### config.mk
export PLATFORM = sky130hd
export DESIGN_NAME = seg_scan_driver
export DESIGN_NICKNAME = d
export VERILOG_FILES = /design/src/rtl/seg_pkg.sv /design/src/rtl/seg_scan_driver_hex7seg_dp.sv /design/src/rtl/seg_scan_driver.sv
export SDC_FILE = /design/constraint.sdc
export NUM_CORES = 1
export LEC_CHECK = 0
export BUFFER_PORTS_ARGS = -buffer_cell sky130_fd_sc_hd__buf_2
export CORE_MARGIN = 8
export CORE_UTILIZATION = 35
export CTS_CLUSTER_SIZE = 24
export DETAILED_ROUTE_END_ITERATION = 8
export GPL_TIMING_DRIVEN = 0
export PLACE_DENSITY = 0.65
export SETUP_SLACK_MARGIN = 0.3
export SLEW_MARGIN = 20
export SYNTH_ARGS = -nofsm -noshare
export SYNTH_HDL_FRONTEND = slang
export SYNTH_SLANG_ARGS = --single-unit
export TNS_END_PERCENT = 1
### constraint.sdc
create_clock -name clk -period 3 [get_ports clk]
set_input_delay 0.6 -clock clk [delete_from_list [all_inputs] [get_ports clk]]
set_output_delay 0.6 -clock clk [all_outputs]
set_load 0.01 [all_outputs]
### src/rtl/seg_pkg.sv
// Shared constants for the 7-segment scan driver: segment bit positions,
// the "all off" pattern and the active-high hex glyph table.
package seg_pkg;

  localparam int unsigned SEG_W = 8;

  // Bit positions within the segment bus: a..g occupy [7:1], dp is bit 0.
  localparam int unsigned SEG_A  = 7;
  localparam int unsigned SEG_B  = 6;
  localparam int unsigned SEG_C  = 5;
  localparam int unsigned SEG_D  = 4;
  localparam int unsigned SEG_E  = 3;
  localparam int unsigned SEG_F  = 2;
  localparam int unsigned SEG_G  = 1;
  localparam int unsigned SEG_DP = 0;

  localparam logic [SEG_W-1:0] SEG_OFF = '0;

  localparam logic [6:0] HEX_TAB [16] = '{
    7'b1111110, 7'b0110000, 7'b1101101, 7'b1111001,
    7'b0110011, 7'b1011011, 7'b1011111, 7'b1110000,
    7'b1111111, 7'b1110011, 7'b1110111, 7'b0011111,
    7'b1001110, 7'b0111101, 7'b1001111, 7'b1000111
  };

endpackage

### src/rtl/seg_scan_driver_hex7seg_dp.sv
// Combinational hex-to-7-segment decoder with decimal point and segment
// blanking; produces an active-high pattern (polarity handled downstream).
module hex7seg_dp
  import seg_pkg::*;
(
  input  logic [3:0]       nibble,
  input  logic             dp,
  input  logic             blank,
  output logic [SEG_W-1:0] pattern
);

  always_comb begin
    pattern = SEG_OFF;
    if (!blank) pattern[SEG_A:SEG_G] = HEX_TAB[nibble];
    pattern[SEG_DP] = dp;
  end

endmodule

### src/rtl/seg_scan_driver.sv
// Time-multiplexed N-digit 7-segment driver with frame-synchronous
// double-buffered loads, per-dwell blanking and leading-zero suppression.
module seg_scan_driver
  import seg_pkg::*;
#(
  parameter int unsigned DIGITS         = 8,
  parameter int unsigned DIV            = 50000,
  parameter int unsigned BLANK          = 2,
  parameter bit          SEG_ACTIVE_LOW = 1'b1,
  parameter bit          SEL_ACTIVE_LOW = 1'b1
) (
  input  logic                  clk,
  input  logic                  rst,
  input  logic                  load,
  input  logic [4*DIGITS-1:0]   value,
  input  logic [DIGITS-1:0]     dp,
  input  logic [DIGITS-1:0]     digit_en,
  input  logic                  lzb,
  output logic                  pend,
  output logic                  frame_done,
  output logic [SEG_W-1:0]      seg,
  output logic [DIGITS-1:0]     sel
);

  localparam int unsigned CW = (DIV > 1) ? $clog2(DIV) : 1;
  localparam int unsigned IW = (DIGITS > 1) ? $clog2(DIGITS) : 1;

  logic [CW-1:0]          cnt;
  logic [IW-1:0]          idx;
  logic [4*DIGITS-1:0]    disp_val, buf_val;
  logic [DIGITS-1:0]      disp_dp, buf_dp;
  logic [DIGITS-1:0]      disp_en, buf_en;

  logic                   tick, boundary;
  logic [3:0]             cur_nib;
  logic                   cur_dp, cur_en, upper_zero, lz_blank, dark;
  logic [DIGITS-1:0]      onehot;
  logic [SEG_W-1:0]       pattern, seg_next;
  logic [DIGITS-1:0]      sel_next;

  always_comb begin
    tick       = (cnt == CW'(DIV - 1));
    boundary   = tick && (idx == IW'(DIGITS - 1));
    cur_nib    = '0;
    cur_dp     = 1'b0;
    cur_en     = 1'b0;
    upper_zero = 1'b1;
    onehot     = '0;
    // Loop-based selects keep every index in range for non power-of-two DIGITS.
    for (int unsigned k = 0; k < DIGITS; k++) begin
      if (IW'(k) == idx) begin
        cur_nib   = disp_val[4*k +: 4];
        cur_dp    = disp_dp[k];
        cur_en    = disp_en[k];
        onehot[k] = 1'b1;
      end
      if ((IW'(k) >= idx) && (disp_val[4*k +: 4] != 4'h0)) upper_zero = 1'b0;
    end
    lz_blank = lzb && (idx != '0) && upper_zero;
    dark     = (cnt < CW'(BLANK)) || !cur_en;
  end

  hex7seg_dp u_dec (
    .nibble  (cur_nib),
    .dp      (cur_dp),
    .blank   (lz_blank),
    .pattern (pattern)
  );

  always_comb begin
    seg_next = dark ? SEG_OFF : pattern;
    sel_next = dark ? '0 : onehot;
  end

  always_ff @(posedge clk) begin
    if (!rst) begin
      cnt        <= '0;
      idx        <= '0;
      disp_val   <= '0;
      disp_dp    <= '0;
      disp_en    <= '0;
      buf_val    <= '0;
      buf_dp     <= '0;
      buf_en     <= '0;
      pend       <= 1'b0;
      frame_done <= 1'b0;
      seg        <= SEG_ACTIVE_LOW ? ~SEG_OFF : SEG_OFF;
      sel        <= SEL_ACTIVE_LOW ? '1 : '0;
    end else begin
      cnt <= tick ? '0 : cnt + 1'b1;
      if (tick) idx <= (idx == IW'(DIGITS - 1)) ? '0 : idx + 1'b1;
      frame_done <= boundary;
      // Commit reads the old buffer, so a load on the boundary lands a frame later.
      if (boundary && pend) begin
        disp_val <= buf_val;
        disp_dp  <= buf_dp;
        disp_en  <= buf_en;
      end
      if (load) begin
        buf_val <= value;
        buf_dp  <= dp;
        buf_en  <= digit_en;
        pend    <= 1'b1;
      end else if (boundary) begin
        pend <= 1'b0;
      end
      seg <= SEG_ACTIVE_LOW ? ~seg_next : seg_next;
      sel <= SEL_ACTIVE_LOW ? ~sel_next : sel_next;
    end
  end

endmodule

==> results of run 1 <==
state kept, by name, indices dropped and copies added, names as in the netlist:
signal      cells
buf_val        32
disp_val       32
cnt            16
buf_dp          8
buf_en          8
disp_dp         8
disp_en         8
seg             8
sel             8
idx             3
frame_done      1
pend            1
power breakdown:
part	internal, W	switching (W)	leakage [nW]
sequential	0.00181	0.0000265	1.08
clock	0.00128	0.000744	0.283
combinational	0.0000943	0.0000785	1.47
total	0.00318	0.000849	2.84
final cells by class:
type / instances / area, um2
clock inverter: 8 / 100.1
clock buffer: 23 / 478.0
sequential: 133 / 2670
multi-input combinational: 468 / 3128
inverter: 8 / 48.80
tap: 220 / 275.3
buffer: 43 / 315.3
fill: 1643 / 9062
timing repair buffer: 90 / 505.5
metal layers:
metal  track usage [%]  up-vias
met2             22.96      121
met5                 0        -
met3             3.832       29
li1                  -     2456
met4             6.337        0
met1             16.67     2212
what timing repair did:
item | CTS | global route
setup endpoints to repair | 7 | 6
gates resized for setup | 28 | 31
pin swaps | 6 | 11
buffers inserted | 6 | 16
per-stage QoR:
step	total power [W]	area, um2	utilization, %
after floorplan	0.001980	5963	-
after global placement	0.002047	6579	39.67
after detailed placement	0.002050	6579	39.67
after CTS	0.004072	7328	44.19
after global routing	0.004169	7521	45.35
final	0.004033	7521	45.35
kinds of logic after synthesis:
| logic type | after synthesis | share of synthesized area, % |
|---|---|---|
| AO/OA/AOI/OAI | 118 | 15.04 |
| XOR/XNOR | 13 | 1.917 |
| adder cells (fa/ha/maj) | 10 | 2.106 |
| buffers and inverters | 51 | 4.128 |
| flip-flops | 133 | 44.82 |
| multiplexers | 52 | 8.783 |
| AND/OR/NAND/NOR | 275 | 23.21 |
final timing paths:
check | startpoint | slack (ns) | endpoint | depth (start not counted)
worst min-delay path | dp[7] | 0.43 | buf_dp[7] | 3
worst max-delay path | idx[0] | 0.33 | seg[4] | 10
worst max register to register | idx[0] | 0.33 | seg[4] | 10
worst min register to register | disp_en[1] | 0.46 | disp_en[1] | 2
worst min-delay path: stages:
cell	delay, ns
sky130_fd_sc_hd__buf_2	0.08
sky130_fd_sc_hd__mux2i_1	0.06
sky130_fd_sc_hd__nor2b_1	0.09
cells in the final DEF, fill, tap and decap left out, drive strengths merged, types with 7 or more instances in the layout:
master	count
dfxtp	133
nand2	131
buf	110
nor2b	55
a21boi	52
mux2i	51
clkbuf	46
nand3	25
nor2	23
o21ai	21
nor4	12
a21oi	11
ha	10
o211ai	8
xor2	7
==> impl_summary.md, run 1 <==
Outcome
The flow ran to the end, and the final reports show no timing, DRC or antenna violations.

Cells and area
The net count of the finished layout is 823. The fraction of layout instances using a drive strength above 1 is 25.74%. After the flow finishes, the layout carries non-filler instances totaling 993. 0 antenna diodes ended up in the layout. The area growth from synthesis to layout is 26.60%.

Synth
The biggest area contributor in the post-synthesis netlist is sky130_fd_sc_hd__dfxtp_1. In the post-synthesis netlist, the biggest area contributors are sky130_fd_sc_hd__dfxtp_1 (45%), sky130_fd_sc_hd__mux2i_1 (8.6%), sky130_fd_sc_hd__nand2_1 (7.6%). The average instance area after synthesis is 9.112 um2. The netlist area before placement is 0.005941 mm2. The share of synthesized area in the top cell type comes to 44.82%.

After technology mapping, the gate count stands at 652. The most instantiated library cell after synthesis is sky130_fd_sc_hd__dfxtp_1. The net count after synthesis is 714.

The number of enable-type register cells in the synthesized netlist is 0. In the synthesized netlist the dominant register cell turns out to be sky130_fd_sc_hd__dfxtp_1. The distinct cell type count of the synthesized netlist is 56. The number of synthesized register bits is 133. Counting instances in the post-synthesis netlist gives the leading cell types as sky130_fd_sc_hd__dfxtp_1 (133), sky130_fd_sc_hd__nand2_1 (120), sky130_fd_sc_hd__nor2b_1 (55), sky130_fd_sc_hd__mux2i_1 (51), sky130_fd_sc_hd__a21boi_0 (31). The total number of yosys warnings is 0. Of all flip-flops after synthesis, the portion carrying an async set or reset was 0%. The sequential share of the synthesized area is 44.82%.

Critical path
The worst-path cell with the longest stage delay is sky130_fd_sc_hd__dfxtp_4. By startpoint and endpoint, the worst setup path is classified as reg2reg. The data required time at the worst endpoint is 3.29 ns.

In this run the worst path has a maximum fanout of 10. The capturing element type of the critical path is a flop. The delay contributed by the slowest stage of the critical path is 0.36 ns. The arrival time at the worst endpoint is 2.96 ns.

The combined buffer and inverter count along the critical path is 2. The gate family responsible for the most delay along the worst path is adder cells. Traced cell by cell, the critical path runs through ha_1 > ha_1 > clkbuf_2 > clkbuf_4 > a31oi_1 > a21oi_4 > ha_4 > mux2_4 > nor2_1 > o21ai_1. By instance count, the cell type seen most on the critical path is sky130_fd_sc_hd__ha_1.

The kind of launch point of the worst setup path is a flop.

Global routing
The pin count of the biggest net entering global routing is 17. The number of global-route vias before repair came to 4,846. The total grt overflow is 0. The initial antenna violation count came to 0. The wire length of the first global-routing pass is 24.23 mm. The overall global routing resource usage is 13.96%.

Drt
The top layer reached by signal wires is met4. Dividing the detail-routed wire length by the instance count gives 15.18 um. The pre-antenna-repair detailed-routing pass consisted of 5 iterations. The detailed-route DRC error count is 0.

The routed length on met1 is 6.715 mm. Wire segments on met2 add up to 7.224 mm in the final route. The number of nets with antenna violations after detailed routing is 0.

Dividing the detail-routed via count by the number of cells gives 4.852. The met3 wire length is 752 um. The count of routing violations after the opening detailed-route iteration is 300. The final layout contains routed wiring with a total length of 15.07 mm. The routed via count is 4,818.

Timing
The worst pin sits at a relative slew slack of 49.85%. The setup-violating endpoint count in the final report is 0. Adding up every negative setup slack in the final design gives 0 ns.

Setup repair after global routing could not meet its margin everywhere. The final critical delay including setup and external delays is 2.670 ns. The final hold violation count came to 0. The clock arrives with 0.009436 ns of skew. Once routing completed, OpenROAD measured the worst setup slack at 0.3298 ns. The final-report max-slew violation count is 0. The tightest hold margin is 0.4342 ns. For this run, the top clock speed supported by timing is 374.5 MHz.

The actual slew at the worst max-slew pin is 0.7523 ns. The fraction of the cycle the final worst path needs is 89.01%.

Place
Including well taps, the total number of placed cells is 940. At the placement stage, the worst setup path has a slack of -0.3166 ns. The routability-driven placement congestion ratio is 0.8751. Once detailed placement completed, the half-perimeter wirelength came to 10.74 mm.

The number of buffers inserted by port buffering is 68.

CTS
The H-tree depth is 4. Clock-pin slew was measured on the worst setup and hold paths at 0.06 ns. TritonCTS built the clock tree.

CTS placed an instance of sky130_fd_sc_hd__clkbuf_16 at the clock tree root. In this run the deepest clock path goes through 2 buffers. Counting the buffers created by CTS gives 17. The insertion delay to the later sink of the worst-skew pair is 0.42 ns. The hold buffer count at cts is 0. The number of sinks driven by the clock tree is 133.

Pwr
The maximum VDD drop is 0.3903 mV. The power density over the cells is 536.2 mW/mm2. For this design the static power due to leakage is 2.838 nW.

Floorplan
The die covers 0.02140 mm2. The starting utilization of the core area is 35.82%. The horizontal die dimension is 146.3 um. The area of the core region is 0.01658 mm2.

The number of rows in the core area is 47. 70 I/O pins were placed. The die is 146.3 um tall.

Worst hold path
The path class of the lowest-slack min-delay path is in2reg.

Run
Max-cap violations in this run came to 0.
No activity file was read; power rests on OpenSTA's default activity.
==> inputs of run 2 (changes only) <==
--- a/config.mk
+++ b/config.mk
@@ -11,7 +11,7 @@
 export CTS_CLUSTER_SIZE = 24
 export DETAILED_ROUTE_END_ITERATION = 8
 export GPL_TIMING_DRIVEN = 0
-export PLACE_DENSITY = 0.65
+export PLACE_DENSITY = 0.63
 export SETUP_SLACK_MARGIN = 0.3
 export SLEW_MARGIN = 20
 export SYNTH_ARGS = -nofsm -noshare
==> constraint.sdc (replaced) <==
create_clock -name clk -period 3.2 [get_ports clk]
set_input_delay 0.64 -clock clk [delete_from_list [all_inputs] [get_ports clk]]
set_output_delay 0.64 -clock clk [all_outputs]
set_load 0.01 [all_outputs]
==> impl_summary.md, run 2 (synthesis gave the netlist of run 1 again) <==
Outcome
The run finished with clean final reports.

Critical path
The highest net fanout along the worst path was 10 (unchanged). The depth of the most critical reg-to-reg path is 14 (+4). The arrival time at the worst endpoint is 3.00 ns (+0.04 ns). The capturing element type of the critical path is a flop. The critical path start-end classification is reg2reg. The worst setup path is launched from a flop. The data required time at the worst endpoint came to 3.47 ns (+0.18 ns).

CTS
The number of sinks driven by the clock tree is 133 (unchanged). The insertion delay to the later sink of the worst-skew pair came to 0.43 ns (about the same). The tree is rooted in a sky130_fd_sc_hd__clkbuf_16. The largest buffer count on any clock path was 2 (unchanged). The clock edge transition at the registers on the reported setup and hold paths is 0.06 ns (about the same).

The hold buffer count at cts is 0 (unchanged). TritonCTS built the clock tree. The number of buffers added by the clock tree synthesis step was 17 (unchanged). The H-tree depth is 4 (unchanged).

Drt
The routed via count was 4,718 (-2.1%). The number of nets with antenna violations after detailed routing is 0 (unchanged). The met3 wire length is 682 um (-9.3%). The met2 layer wire length in the routed design is 6.743 mm (-6.7%). The first-pass iteration count of the detailed router is 5 (unchanged).

The detail-routed via count per cell is 4.834 (-0.37%). Signal routing reaches up to met4. The total detailed-routing wirelength is 14.52 mm (-3.7%). The detailed-route DRC error count is 0 (unchanged).

The routed length on met1 is 6.976 mm (+3.9%). The per-cell routed wire length is 14.88 um (-2.0%). The count of routing violations after the opening detailed-route iteration was 284 (-5.3%).

Floorplan
The area of the core region is 0.01658 mm2 (unchanged). The number of top-level pins was 70 (unchanged). The horizontal die dimension is 146.3 um (unchanged). The starting utilization of the core area is 35.82% (unchanged). The die footprint is 0.02140 mm2 (unchanged). The number of rows in the core area is 47 (unchanged). The height of the die is 146.3 um (unchanged).

Pwr
The power density over the cells is 524.5 mW/mm2 (-2.2%). The leakage power summed over all cells is 2.707 nW (-4.6%). The maximum VDD drop was 0.3571 mV (-8.5%).

The sum of internal, switching and leakage power was 0.003813 W (-5.5%).

Worst hold path
The path class of the lowest-slack min-delay path is reg2reg. The hold path depth came to 1 (-2).

Timing
The setup-violating endpoint count in the final report is 0 (unchanged). The fraction of the cycle the final worst path needs is 85.14% (-3.9 points). The tightest slew margin relative to the limit was 47.86% (-2.0 points). The final-report max-slew violation count is 0 (unchanged).

The fmax is 367.0 MHz (-2.0%). The tightest hold margin is 0.4428 ns (+0.008630 ns). The actual slew at the worst max-slew pin was 0.7821 ns (+0.02983 ns). Setup repair after global routing left no endpoint under its margin.

The final critical delay including setup and external delays came to 2.725 ns (+0.05437 ns). The final hold violation count is 0 (unchanged). The final clock skew is 0.01365 ns (+0.004211 ns).

Cells and area
The number of fillers in the final layout was 1,677 (+2.1%). The most common cell after layout, fill and taps aside is sky130_fd_sc_hd__dfxtp_1. The end-of-flow core utilization is 43.84% (-1.5 points).

The fraction of layout instances using a drive strength above 1 is 23.02% (-2.7 points). The total inserted antenna cells is 0 (unchanged). In the final layout, the registers with the most flip-flops are buf_val x32, disp_val x32, cnt x16.

The library cells used most frequently in the layout, excluding fill and tap cells, are sky130_fd_sc_hd__dfxtp_1 (131), sky130_fd_sc_hd__nand2_1 (120), sky130_fd_sc_hd__buf_2 (76). The net count of the finished layout came to 805 (-2.2%). The area overhead of the layout relative to synthesis is 22.37%.

Run
The max-cap check violation count is 0 (unchanged).

Place
The number of buffers inserted by port buffering is 68 (unchanged). The placed wire-length estimate is 10.59 mm (-1.5%). The routability-driven placement congestion ratio is 0.8605 (-1.7%).

Global routing
The wire length of the first global-routing pass is 24.09 mm (-0.57%). The initial antenna violation count is 0 (unchanged). The number of global-route vias before repair came to 4,654 (-4.0%).

The pin count of the biggest net entering global routing is 17 (unchanged). The overall global routing resource usage is 13.88% (-0.077 points). The total grt overflow came to 0 (unchanged).
-- run 2: final cells by class --
cell class | instances | area [um2] | area share (%)
Buffer | 43 | 264.0 | 3.632
Clock buffer | 18 | 439.2 | 6.041
Clock inverter | 14 | 151.4 | 2.083
Inverter | 8 | 30.03 | 0.4131
Multi-Input combinational cell | 468 | 3072 | 42.25
Sequential cell | 133 | 2668 | 36.70
Tap cell | 220 | 275.3 | 3.787
Timing Repair Buffer | 72 | 370.4 | 5.095
-- run 2: worst paths after layout --
| path | slack [ns] | start | to |
|---|---|---|---|
| max | 0.48 | idx[1] | seg[3] |
| min | 0.44 | cnt[0] | cnt[0] |
| max reg2reg | 0.48 | idx[1] | seg[3] |
| min reg2reg | 0.44 | cnt[0] | cnt[0] |
-- run 2: timing repair --
action                                  in CTS  in global routing
resized for setup                           21                 13
pin swaps                                    1                  5
hold endpoints to repair                     0                  0
buffers inserted                             1                  3
endpoints found under the setup margin       7                  5
-- run 2: worst max-delay path, cell delays in order (launching register included) --
cell and delay, ns:
sky130_fd_sc_hd__dfxtp_2 0.33, sky130_fd_sc_hd__buf_6 0.13, sky130_fd_sc_hd__buf_6 0.13, sky130_fd_sc_hd__inv_1 0.07
sky130_fd_sc_hd__ha_1 0.15, sky130_fd_sc_hd__clkbuf_4 0.19, sky130_fd_sc_hd__clkbuf_8 0.18, sky130_fd_sc_hd__a311oi_2 0.09
sky130_fd_sc_hd__o211ai_1 0.22, sky130_fd_sc_hd__nand2_1 0.13, sky130_fd_sc_hd__a21oi_4 0.25, sky130_fd_sc_hd__inv_1 0.12
sky130_fd_sc_hd__ha_1 0.26, sky130_fd_sc_hd__mux2i_1 0.16, sky130_fd_sc_hd__o221ai_1 0.14
-- run 2: per-stage QoR --
step	TNS [ns]	instances	worst slack (ns)	area [um2]
2_1_floorplan	0	652	0.3107	5946
3_3_place_gp	-1.312	940	-0.3474	6561
3_5_place_dp	-1.289	940	-0.3656	6561
4_1_cts	0	973	0.3138	7229
5_1_grt	0	976	0.3090	7269
6_report	0	976	0.4754	7269
-- run 2: metal layers --
metal / GRT usage (%) / vias to the layer above
met1: 17.64 / 2175
met5: 0 / -
met4: 4.637 / 0
met3: 4.172 / 16
met2: 21.99 / 105
li1: - / 2422
-- run 2: report_power, final --
part | switching [W] | internal, W
clock network | 0.000760 | 0.00117
registers | 0.0000243 | 0.00170
logic | 0.0000734 | 0.0000882
